[src/rtl/fifo_read_pointer_empty_if.sv]
// Read-side bus of the async FIFO read pointer block.
// The slave modport is the pointer/empty logic; the master modport is the
// read consumer plus the write-pointer synchronizer feeding it.
interface fifo_read_pointer_empty_if #(
  parameter int ADDR_WIDTH = 3
);
  logic                  r_en_i;
  logic [ADDR_WIDTH:0]   r_w_ptr_i;
  logic [ADDR_WIDTH:0]   r_ptr_o;
  logic [ADDR_WIDTH-1:0] r_addr_o;
  logic                  r_empty_o;
  logic                  r_valid_o;
  logic                  r_underflow_o;
  logic [ADDR_WIDTH:0]   r_level_o;
  logic                  r_aempty_o;

  modport slave (
    input  r_en_i,
    input  r_w_ptr_i,
    output r_ptr_o,
    output r_addr_o,
    output r_empty_o,
    output r_valid_o,
    output r_underflow_o,
    output r_level_o,
    output r_aempty_o
  );

  modport master (
    output r_en_i,
    output r_w_ptr_i,
    input  r_ptr_o,
    input  r_addr_o,
    input  r_empty_o,
    input  r_valid_o,
    input  r_underflow_o,
    input  r_level_o,
    input  r_aempty_o
  );
endinterface

[src/rtl/fifo_read_pointer_empty.sv]
// Read-side pointer and empty flag of the async FIFO (read clock domain only).
// Keeps a binary read pointer, publishes its Gray form for the write-domain
// synchronizer, drives the RAM read address and derives a registered empty flag
// from the already-synchronized Gray write pointer.
// Optional feature macro: FIFO_ALMOST_EMPTY_EN adds a registered fill level and
// almost-empty flag; without it the level reads 0 and almost-empty follows empty.
module fifo_read_pointer_empty #(
  parameter int ADDR_WIDTH = 3,
  parameter int AE_THRESH  = 1
) (
  input logic                       r_clk_i,
  input logic                       r_rst_i,
  fifo_read_pointer_empty_if.slave  rd_if
);
  localparam int PW = ADDR_WIDTH + 1;

  logic [PW-1:0] r_bin;
  logic [PW-1:0] r_bin_next;
  logic [PW-1:0] r_gray_next;
  logic [PW-1:0] r_gray_q;
  logic          r_empty_q;
  logic          r_valid_q;
  logic          r_underflow_q;
  logic          rd;

  // A read is only accepted while the registered flag says data is present,
  // so the pointer can never run past the write pointer.
  always_comb begin
    rd          = rd_if.r_en_i & ~r_empty_q;
    r_bin_next  = r_bin + {{ADDR_WIDTH{1'b0}}, rd};
    r_gray_next = (r_bin_next >> 1) ^ r_bin_next;
  end

  // Pointer, empty, valid and underflow all move together on the read clock;
  // reset wins over any read presented in the same cycle.
  always_ff @(posedge r_clk_i) begin
    if (r_rst_i) begin
      r_bin         <= '0;
      r_gray_q      <= '0;
      r_empty_q     <= 1'b1;
      r_valid_q     <= 1'b0;
      r_underflow_q <= 1'b0;
    end else begin
      r_bin         <= r_bin_next;
      r_gray_q      <= r_gray_next;
      r_empty_q     <= (r_gray_next == rd_if.r_w_ptr_i);
      r_valid_q     <= rd;
      r_underflow_q <= rd_if.r_en_i & r_empty_q;
    end
  end

  assign rd_if.r_ptr_o       = r_gray_q;
  assign rd_if.r_addr_o      = r_bin[ADDR_WIDTH-1:0];
  assign rd_if.r_empty_o     = r_empty_q;
  assign rd_if.r_valid_o     = r_valid_q;
  assign rd_if.r_underflow_o = r_underflow_q;

`ifdef FIFO_ALMOST_EMPTY_EN
  logic [PW-1:0] w_bin;
  logic [PW-1:0] level_next;
  logic [PW-1:0] r_level_q;
  logic          r_aempty_q;

  // Gray-to-binary of the synchronized write pointer: each binary bit is the
  // XOR of all Gray bits at or above it; the level is then a plain difference.
  always_comb begin
    w_bin = '0;
    for (int i = 0; i < PW; i++) begin
      w_bin[i] = ^(rd_if.r_w_ptr_i >> i);
    end
    level_next = w_bin - r_bin_next;
  end

  // Level and almost-empty are registered alongside empty so all three agree.
  always_ff @(posedge r_clk_i) begin
    if (r_rst_i) begin
      r_level_q  <= '0;
      r_aempty_q <= 1'b1;
    end else begin
      r_level_q  <= level_next;
      r_aempty_q <= (level_next <= PW'(AE_THRESH));
    end
  end

  assign rd_if.r_level_o  = r_level_q;
  assign rd_if.r_aempty_o = r_aempty_q;
`else
  assign rd_if.r_level_o  = '0;
  assign rd_if.r_aempty_o = r_empty_q;
`endif

endmodule
[src/flat_wrapper.sv]
// flat-port wrapper written by rule: the top's interface ports become plain ports
module fifo_read_pointer_empty_flat 
#(
  parameter int ADDR_WIDTH = 3,
  parameter int AE_THRESH  = 1
)
  (r_clk_i, r_rst_i, rd_if_r_en_i, rd_if_r_w_ptr_i, rd_if_r_ptr_o, rd_if_r_addr_o, rd_if_r_empty_o, rd_if_r_valid_o, rd_if_r_underflow_o, rd_if_r_level_o, rd_if_r_aempty_o);
  fifo_read_pointer_empty_if #(.ADDR_WIDTH(ADDR_WIDTH)) rd_if_i ();
  input logic r_clk_i;
  input logic r_rst_i;
  input wire logic [$bits(rd_if_i.r_en_i)-1:0] rd_if_r_en_i;
  input wire logic [$bits(rd_if_i.r_w_ptr_i)-1:0] rd_if_r_w_ptr_i;
  output wire logic [$bits(rd_if_i.r_ptr_o)-1:0] rd_if_r_ptr_o;
  output wire logic [$bits(rd_if_i.r_addr_o)-1:0] rd_if_r_addr_o;
  output wire logic [$bits(rd_if_i.r_empty_o)-1:0] rd_if_r_empty_o;
  output wire logic [$bits(rd_if_i.r_valid_o)-1:0] rd_if_r_valid_o;
  output wire logic [$bits(rd_if_i.r_underflow_o)-1:0] rd_if_r_underflow_o;
  output wire logic [$bits(rd_if_i.r_level_o)-1:0] rd_if_r_level_o;
  output wire logic [$bits(rd_if_i.r_aempty_o)-1:0] rd_if_r_aempty_o;
  assign rd_if_i.r_en_i = rd_if_r_en_i;
  assign rd_if_i.r_w_ptr_i = rd_if_r_w_ptr_i;
  assign rd_if_r_ptr_o = rd_if_i.r_ptr_o;
  assign rd_if_r_addr_o = rd_if_i.r_addr_o;
  assign rd_if_r_empty_o = rd_if_i.r_empty_o;
  assign rd_if_r_valid_o = rd_if_i.r_valid_o;
  assign rd_if_r_underflow_o = rd_if_i.r_underflow_o;
  assign rd_if_r_level_o = rd_if_i.r_level_o;
  assign rd_if_r_aempty_o = rd_if_i.r_aempty_o;
  fifo_read_pointer_empty #(.ADDR_WIDTH(ADDR_WIDTH), .AE_THRESH(AE_THRESH)) u_core (.r_clk_i(r_clk_i), .r_rst_i(r_rst_i), .rd_if(rd_if_i));
endmodule
[config.mk]
export PLATFORM = sky130hd
export DESIGN_NAME = fifo_read_pointer_empty_flat
export DESIGN_NICKNAME = d
export VERILOG_FILES = /design/src/rtl/fifo_read_pointer_empty_if.sv /design/src/rtl/fifo_read_pointer_empty.sv /design/src/flat_wrapper.sv
export SDC_FILE = /design/constraint.sdc
export NUM_CORES = 1
export LEC_CHECK = 0
export CAP_MARGIN = 20
export CORE_MARGIN = 2
export CORE_UTILIZATION = 32
export CTS_CLUSTER_DIAMETER = 30
export CTS_CLUSTER_SIZE = 40
export DETAILED_ROUTE_END_ITERATION = 6
export PLACE_DENSITY = 0.73
export SYNTH_ARGS = -nofsm -noshare
export SYNTH_HDL_FRONTEND = slang
export SYNTH_SLANG_ARGS = --single-unit
[constraint.sdc]
create_clock -name r_clk_i -period 3.5 [get_ports r_clk_i]
set_clock_uncertainty 0.15 [all_clocks]
set_input_delay 0.525 -clock r_clk_i [delete_from_list [all_inputs] [get_ports r_clk_i]]
set_output_delay 0.525 -clock r_clk_i [all_outputs]
set_load 0.02 [all_outputs]
# After elaboration in Yosys (flattened, before gate mapping)
# Index checks and enable logic that the tools add are counted.
[op_classes] bitwise=4 addsub=1 eq_ne=1
[ops] cell="$add A4 B1 Y4" n=1
[ops] cell="$eq A4 B4 Y1" n=1
[ops] cell="$xor A3 B4 Y4" n=1
[ops] cell="$and A1 B1 Y1" n=2
[ops] cell="$not A1 Y1" n=1
[word_totals] inputBits=7 elab_cells=11 regBits=11 output_inout_bits=15

# Depth between registers and ports, before layout
# Gate-level depths: netlist of run 1.
[depth] word_depth=5 mapped_depth=6

# Worst setup path before layout of run 1
# OpenSTA, ideal clock, no wires.
[synth_timing] path_kind="in2reg" startpoint="input port rd_if_r_en_i" endpoint="register u_core.r_empty_q, in the netlist u_core.rd_if.r_aempty_o" t_arrival_ns=1.826 stages=6 path_buffers=0 setup_slack_ns=1.408 t_required_ns=3.234 cell_sequence="nor2b_1 ha_1 ha_1 xnor3_1 xor2_1 a41o_1"
[synth_via] elab_chain_cells=4
[synth_rtl] element="start: declaration" line_no="flat_wrapper.sv:11" source="input wire logic [$bits(rd_if_i.r_en_i)-1:0] rd_if_r_en_i;"
[synth_rtl] element="$and A1 B1 Y1" line_no="fifo_read_pointer_empty.sv:29" source="rd = rd_if.r_en_i & ~r_empty_q;"
[synth_rtl] element="$add A4 B1 Y4" line_no="fifo_read_pointer_empty.sv:30" source="r_bin_next = r_bin + {{ADDR_WIDTH{1'b0}}, rd};"
[synth_rtl] element="$xor A3 B4 Y4" line_no="fifo_read_pointer_empty.sv:31" source="r_gray_next = (r_bin_next >> 1) ^ r_bin_next;"
[synth_rtl] element="$eq A4 B4 Y1" line_no="fifo_read_pointer_empty.sv:46" source="r_empty_q <= (r_gray_next == rd_if.r_w_ptr_i);"
[synth_rtl] element="end signal: assignment" line_no="fifo_read_pointer_empty.sv:46"
[synth_rtl] element="end: declaration" line_no="fifo_read_pointer_empty.sv:21" source="logic r_empty_q;"
# Every way passes these cells.
# A chain may end at the register's enable or synchronous reset.

# Final worst setup path of run 1
[layout_timing] startpoint="input port rd_if_r_en_i" endpoint="register u_core.r_empty_q, in the netlist u_core.rd_if.r_aempty_o"
[layout_via] elab_chain_cells=4
[layout_rtl] element="$and A1 B1 Y1" line_no="fifo_read_pointer_empty.sv:29"
[layout_rtl] element="via u_core.rd" line_no="fifo_read_pointer_empty.sv:24" source="logic rd;"
[layout_rtl] element="$add A4 B1 Y4" line_no="fifo_read_pointer_empty.sv:30"
[layout_rtl] element="$xor A3 B4 Y4" line_no="fifo_read_pointer_empty.sv:31"
[layout_rtl] element="$eq A4 B4 Y1" line_no="fifo_read_pointer_empty.sv:46"
# The timed path passes the listed nets, and every way through them passes these cells.

==> results.json, run 1 <==
{
  "holdBufCountCts": 0,
  "antenna_found_initial": 0,
  "cts.repair.resized": 0,
  "synth_area_leaders": "dfxtp_1 (42%), xnor3_1 (9.4%), xnor2_1 (9.1%), buf_4 (7.8%), xor2_1 (7.3%)",
  "n_antenna_cell": 0,
  "hp-class": "register to register",
  "synth-async-reset-ratio_pct": 0,
  "post_synth_num_cell_types": 15,
  "required_ns": 3.50,
  "start_util_pct": 33.1,
  "area_growth_pct": 40.8,
  "grt_pass1_wl_um": 1230,
  "met3_usage_pct": 4.26,
  "synthFlopType": "dfxtp_1",
  "worst_r2r_path_depth": 6,
  "reg2reg_to": "u_core.rd_if.r_aempty_o$_SDFF_PP1_",
  "cts_buffers": 3,
  "hold-worst-slack_ns": 0.363,
  "ir_worst_vdd_uv": 181,
  "drt_iter0_drc": 1,
  "cts.sinks": 10,
  "port_buffers": 17,
  "busiest_layer": "met2",
  "synth_cells": 43,
  "clockBufferDepth": 2,
  "ios": 22,
  "ys_top_cells_by_count": "dfxtp_1 (10), buf_4 (5), nor2_1 (5), xnor2_1 (5), xor2_1 (4)",
  "dp.final_hpwl_um": 573,
  "gr-total-overflow": 0,
  "p_leak_nw": 0.281,
  "hp-start": "u_core.rd_if.r_aempty_o$_SDFF_PP1_",
  "syn_avg_cell_area_um2": 11.2,
  "routed_wl_um": 765,
  "drive_above_1_share_pct": 8.20,
  "end_kind": "register",
  "die_y_um": 42.8,
  "post-route-drc-count": 0,
  "cts_setup_buffers": 0,
  "synth_edf_count": 0,
  "grt_max_degree": 11,
  "drtAntennaViolNets": 0,
  "routabilityCongestion": 0.692,
  "cts.reportedPaths.clkPinSlew_ns": 0.07,
  "maxCapViolations": 0,
  "wl_per_cell_um": 9.94,
  "clk_latency_ns": 0.26,
  "yosys.area.top_type_share_pct": 41.6,
  "design.core.area_um2": 1450,
  "clockRootBuffer": "clkbuf_4",
  "r2r-start": "u_core.rd_if.r_aempty_o$_SDFF_PP1_",
  "cp-startpoint": "rd_if_r_en_i",
  "cts_tree": "yes",
  "r2r_slack_ns": 1.45,
  "yosysMostFrequentCell": "dfxtp_1",
  "crit_fanout": 3,
  "synth.yosys.warnings": 0,
  "setup_viol": 0,
  "grt_use_total_pct": 9.76,
  "yosys.area.top_type": "dfxtp_1",
  "grt_pass1_vias": 305,
  "nFillCells": 146,
  "grtUsageMet2_pct": 13.9,
  "finalNetCount": 71,
  "path_class": "input pin to register",
  "cp.arrival_ns": 2.49,
  "timing.final.crit_share_pct": 70.9,
  "die_x_um": 42.8,
  "endpoint": "u_core.rd_if.r_aempty_o$_SDFF_PP1_",
  "ys_ff_latch": 10,
  "setup_tns_ns": 0,
  "rsz0062_at_grt": "false",
  "rows": 14,
  "drt_pass1_iterations": 3,
  "min_period_ns": 2.48,
  "syn_area_um2": 482,
  "dr_total_vias": 319,
  "synth.yosys.seq_area_share_pct": 41.6,
  "dieArea_um2": 1830,
  "cp-start-kind": "input pin",
  "fmax_ghz": 0.403,
  "use_met1_pct": 10.5,
  "slew_violations": 0,
  "h-tree-depth": 1,
  "vias_per_cell": 4.14,
  "status": "complete, no violations",
  "hold_violations": 0,
  "p_per_area_nw_per_um2": 409
}
[registers in the layout, summed over array words and instances, names as in the netlist]
| signal | count |
|---|---|
| u_core.rd_if.r_ptr_o | 4 |
| u_core.r_bin | 3 |
| u_core.rd_if.r_aempty_o | 1 |
| u_core.rd_if.r_underflow_o | 1 |
| u_core.rd_if.r_valid_o | 1 |
[power by group]
part | switching (W) | total [W] | internal, W
sequential | 0.00000328 | 0.000123 | 0.000120
combinational | 0.0000250 | 0.0000523 | 0.0000273
clock | 0.0000390 | 0.000102 | 0.0000631
[per-layer routing]
metal,up-vias,wire length (um)
met5,-,0
met2,13,331
met3,2,64
li1,168,-
met4,0,14
met1,136,354
[cell type report]
| type | instances | area [um^2] | share of cell area [%] |
|---|---|---|---|
| timing repair buffer | 17 | 170 | 25.1 |
| multi-input combinational | 30 | 251 | 37.1 |
| clock buffer | 4 | 36.3 | 5.35 |
| sequential | 10 | 200 | 29.5 |
| tap | 16 | 20.0 | 2.95 |
[worst min path at each step]
| stage | cells after the start | slack, ns | end |
|---|---|---|---|
| 2_1_floorplan | 1 | 0.45 | u_core.rd_if.r_valid_o$_SDFF_PP0_ |
| 3_3_place_gp | 1 | 0.33 | u_core.rd_if.r_valid_o$_SDFF_PP0_ |
| 3_5_place_dp | 1 | 0.35 | u_core.rd_if.r_valid_o$_SDFF_PP0_ |
| 4_1_cts | 1 | 0.36 | u_core.rd_if.r_valid_o$_SDFF_PP0_ |
| 5_1_grt | 1 | 0.39 | u_core.rd_if.r_valid_o$_SDFF_PP0_ |
| 6_report | 1 | 0.36 | u_core.rd_if.r_valid_o$_SDFF_PP0_ |
[cell usage in the layout, fill, tap and decap left out, drive strengths merged]
cell type,n
xnor2,5
xnor3,2
nor2,5
clkdlybuf4s50,17
conb,4
nor2b,3
dfxtp,10
ha,2
and3b,1
a21boi,1
clkbuf,4
xor2,4
nand3,1
a41o,1
nor3b,1
[per-stage QoR]
stage / util [%] / setup slack [ns] / cell area [um^2] / std cells / total power [W]
after floorplan: - / 1.41 / 493 / 46 / 0.000160
after global routing: 46.6 / 0.932 / 678 / 77 / 0.000291
after CTS: 46.6 / 1.01 / 678 / 77 / 0.000282
after detailed placement: 44.1 / 0.747 / 642 / 73 / 0.000178
after global placement: 44.1 / 0.782 / 642 / 73 / 0.000178
final: 46.6 / 1.02 / 678 / 77 / 0.000277
[kinds of logic (layout without fill, tap and decap cells)]
logic type / Yosys count / in the layout / synth area share, %
buf+inv: 6 / 21 / 8.57
other cells: 1 / 4 / 0.778
simple gates: 11 / 11 / 12.2
fa+ha+maj: 2 / 2 / 5.19
flops: 10 / 10 / 41.6
xor+xnor: 11 / 11 / 25.7
compound gates: 2 / 2 / 5.97
[critical path, cell delays in order]
cell	delay [ns]
clkdlybuf4s50_1	0.49
nor2b_1	0.17
ha_1	0.26
ha_1	0.25
xnor3_1	0.45
xor2_1	0.15
a41o_1	0.18
(Power assumes the default switching activity.)
==> inputs of run 2 (changes only) <==
--- a/config.mk
+++ b/config.mk
@@ -11,7 +11,7 @@
 export CTS_CLUSTER_DIAMETER = 30
 export CTS_CLUSTER_SIZE = 40
 export DETAILED_ROUTE_END_ITERATION = 6
-export PLACE_DENSITY = 0.73
+export PLACE_DENSITY = 0.75
 export SYNTH_ARGS = -nofsm -noshare
 export SYNTH_HDL_FRONTEND = slang
 export SYNTH_SLANG_ARGS = --single-unit
==> constraint.sdc (replaced) <==
create_clock -name r_clk_i -period 2.15 [get_ports r_clk_i]
set_clock_uncertainty 0.15 [all_clocks]
set_input_delay 0.3225 -clock r_clk_i [delete_from_list [all_inputs] [get_ports r_clk_i]]
set_output_delay 0.3225 -clock r_clk_i [all_outputs]
set_load 0.02 [all_outputs]
==> run 2 against run 1 <==
- clock power up 26%
- final area increased by 7.2%
- sequential share of layout area down 2.0 points
- via count up 11%
- global-route usage increased by 1.4 points
- utilization increased by 3.4 points
- critical path type is now register to register
- power grew 54%
- sequential cell count unchanged
- final cell count up 6.5%
- register-to-register slack got worse by 1.2 ns
- highest routed layer unchanged
- non-clock buffer count increased by 6
- combinational power is 89% higher
==> results.json, run 2 (same netlist as run 1, synthesis figures left out) <==
{
  "n_antenna_cell": 0,
  "grt_max_degree": 11,
  "final_common_cell": "clkdlybuf4s50_1",
  "endpoint": "u_core.rd_if.r_aempty_o$_SDFF_PP1_",
  "ir_worst_vdd_uv": 360,
  "cts_tree": "yes",
  "layout_common_cells": "clkdlybuf4s50_1 (16), dfxtp_1 (10), buf_4 (6), xnor2_1 (5), nor2_1 (5)",
  "path_class": "register to register",
  "clockRootBuffer": "clkbuf_4",
  "regArea_um2": 200,
  "hp-class": "input pin to register",
  "cts.sinks": 10,
  "cp-startpoint": "u_core.rd_if.r_aempty_o$_SDFF_PP1_",
  "reg2reg_to": "u_core.rd_if.r_aempty_o$_SDFF_PP1_",
  "maxCapViolations": 0,
  "start_util_pct": 33.1,
  "cts_buffers": 3,
  "finalNonFillerCells": 82,
  "rows": 14,
  "area_growth_pct": 50.9,
  "setup_tns_ns": 0,
  "p_leak_nw": 0.308,
  "timing.final.crit_share_pct": 90.3,
  "antenna_found_initial": 0,
  "min_path_cells": 2,
  "grt_pass1_wl_um": 1420,
  "fin_util_pct": 50.0,
  "dr_total_vias": 355,
  "internal-power_w": 0.000314,
  "p_sw_w": 0.000114,
  "die_x_um": 42.8,
  "port_buffers": 17,
  "drt_pass1_iterations": 2,
  "end_kind": "register",
  "h-tree-depth": 1,
  "slew_violations": 0,
  "wl_per_cell_um": 11.5,
  "cts.reportedPaths.clkPinSlew_ns": 0.07,
  "finalPower_w": 0.000428,
  "r2r_slack_ns": 0.21,
  "rsz0062_at_grt": "false",
  "largest_reg_flops": 4,
  "required_ns": 2.16,
  "place_inst": 78,
  "min_period_ns": 1.94,
  "drive_above_1_share_pct": 18.2,
  "cp-start-kind": "register",
  "vias_per_cell": 4.33,
  "gr-total-overflow": 0,
  "drtAntennaViolNets": 0,
  "fmax_ghz": 0.515,
  "routed_wl_um": 943,
  "holdBufCountCts": 0,
  "multi_input_area_um2": 267,
  "routabilityCongestion": 0.685,
  "setup_viol": 0,
  "clkPwrFrac_pct": 30.1,
  "nFillCells": 142,
  "design.core.area_um2": 1450,
  "grt_pass1_vias": 320,
  "worst_r2r_path_depth": 6,
  "hold_violations": 0,
  "die_y_um": 42.8,
  "combPwrFrac_pct": 23.0,
  "hold-worst-slack_ns": 0.198,
  "clk_latency_ns": 0.27,
  "dieArea_um2": 1830,
  "grt_use_total_pct": 11.2,
  "post-route-drc-count": 0,
  "clockBufferDepth": 2,
  "seq_power_share_pct": 46.9,
  "p_per_area_nw_per_um2": 588,
  "crit_fanout": 5,
  "r2r-start": "u_core.rd_if.r_aempty_o$_SDFF_PP1_",
  "cp.arrival_ns": 1.95,
  "finalNetCount": 77,
  "status": "complete, no violations",
  "dp.final_hpwl_um": 676,
  "switching_share_pct": 26.6,
  "ios": 22,
  "drt_iter0_drc": 4
}
## run 2: cell count changes in the layout (fill, tap and decap cells not counted), sizes merged
cell           before  now
clkdlybuf4s50      17   16
dlymetal6s2s        0    1
clkbuf              4    3
buf                 0    6
## run 2: routing by layer
metal | track usage (%) | wire (um) | up-vias
li1 | - | - | 177
met1 | 11.3 | 387 | 159
met2 | 17.9 | 452 | 15
met3 | 2.98 | 66 | 4
met4 | 11.3 | 36 | 0
met5 | 0 | 0 | -
## run 2: area by class of cell
type	instances	area share, %
sequential	10	27.5
multi-input combinational	30	36.7
clock buffer	3	3.10
timing repair buffer	23	29.9
tap	16	2.75
## run 2: power by group through the flow
stage	sequential [W]	clock (W)	combinational, W
3_5_place_dp	0.000205	0	0.0000928
4_1_cts	0.000200	0.000130	0.0000935
5_1_grt	0.000202	0.000136	0.000106
2_1_floorplan	0.000216	0	0.0000453
3_3_place_gp	0.000204	0	0.0000924
6_report	0.000201	0.000129	0.0000986
## run 2: through the flow
stage                     instance area (um^2)  setup WS [ns]
final                                      727          0.209
after floorplan                            493          0.177
after global routing                       727          0.116
after global placement                     679         -0.189
after CTS                                  702         0.0469
after detailed placement                   679         -0.222
## run 2: how the worst min path moves through the flow
stage / start / to
3_5_place_dp: u_core.rd_if.r_aempty_o$_SDFF_PP1_ / u_core.rd_if.r_valid_o$_SDFF_PP0_
2_1_floorplan: rd_if_r_en_i / u_core.rd_if.r_underflow_o$_SDFF_PP0_
4_1_cts: u_core.rd_if.r_aempty_o$_SDFF_PP1_ / u_core.rd_if.r_valid_o$_SDFF_PP0_
5_1_grt: rd_if_r_en_i / u_core.rd_if.r_underflow_o$_SDFF_PP0_
3_3_place_gp: u_core.rd_if.r_aempty_o$_SDFF_PP1_ / u_core.rd_if.r_valid_o$_SDFF_PP0_
6_report: rd_if_r_en_i / u_core.rd_if.r_underflow_o$_SDFF_PP0_
## run 2: worst max-delay path, cell delays in order (launching register included)
cell and delay [ns]:
dfxtp_1 0.39, nor2b_1 0.07, ha_2 0.20, ha_4 0.28
xnor3_1 0.41, xor2_1 0.16, a41o_1 0.18
## run 2: repair_timing
item	4_1_cts	5_1_grt
resized for setup	0	3
buffers inserted	0	1
setup endpoints to repair	0	1
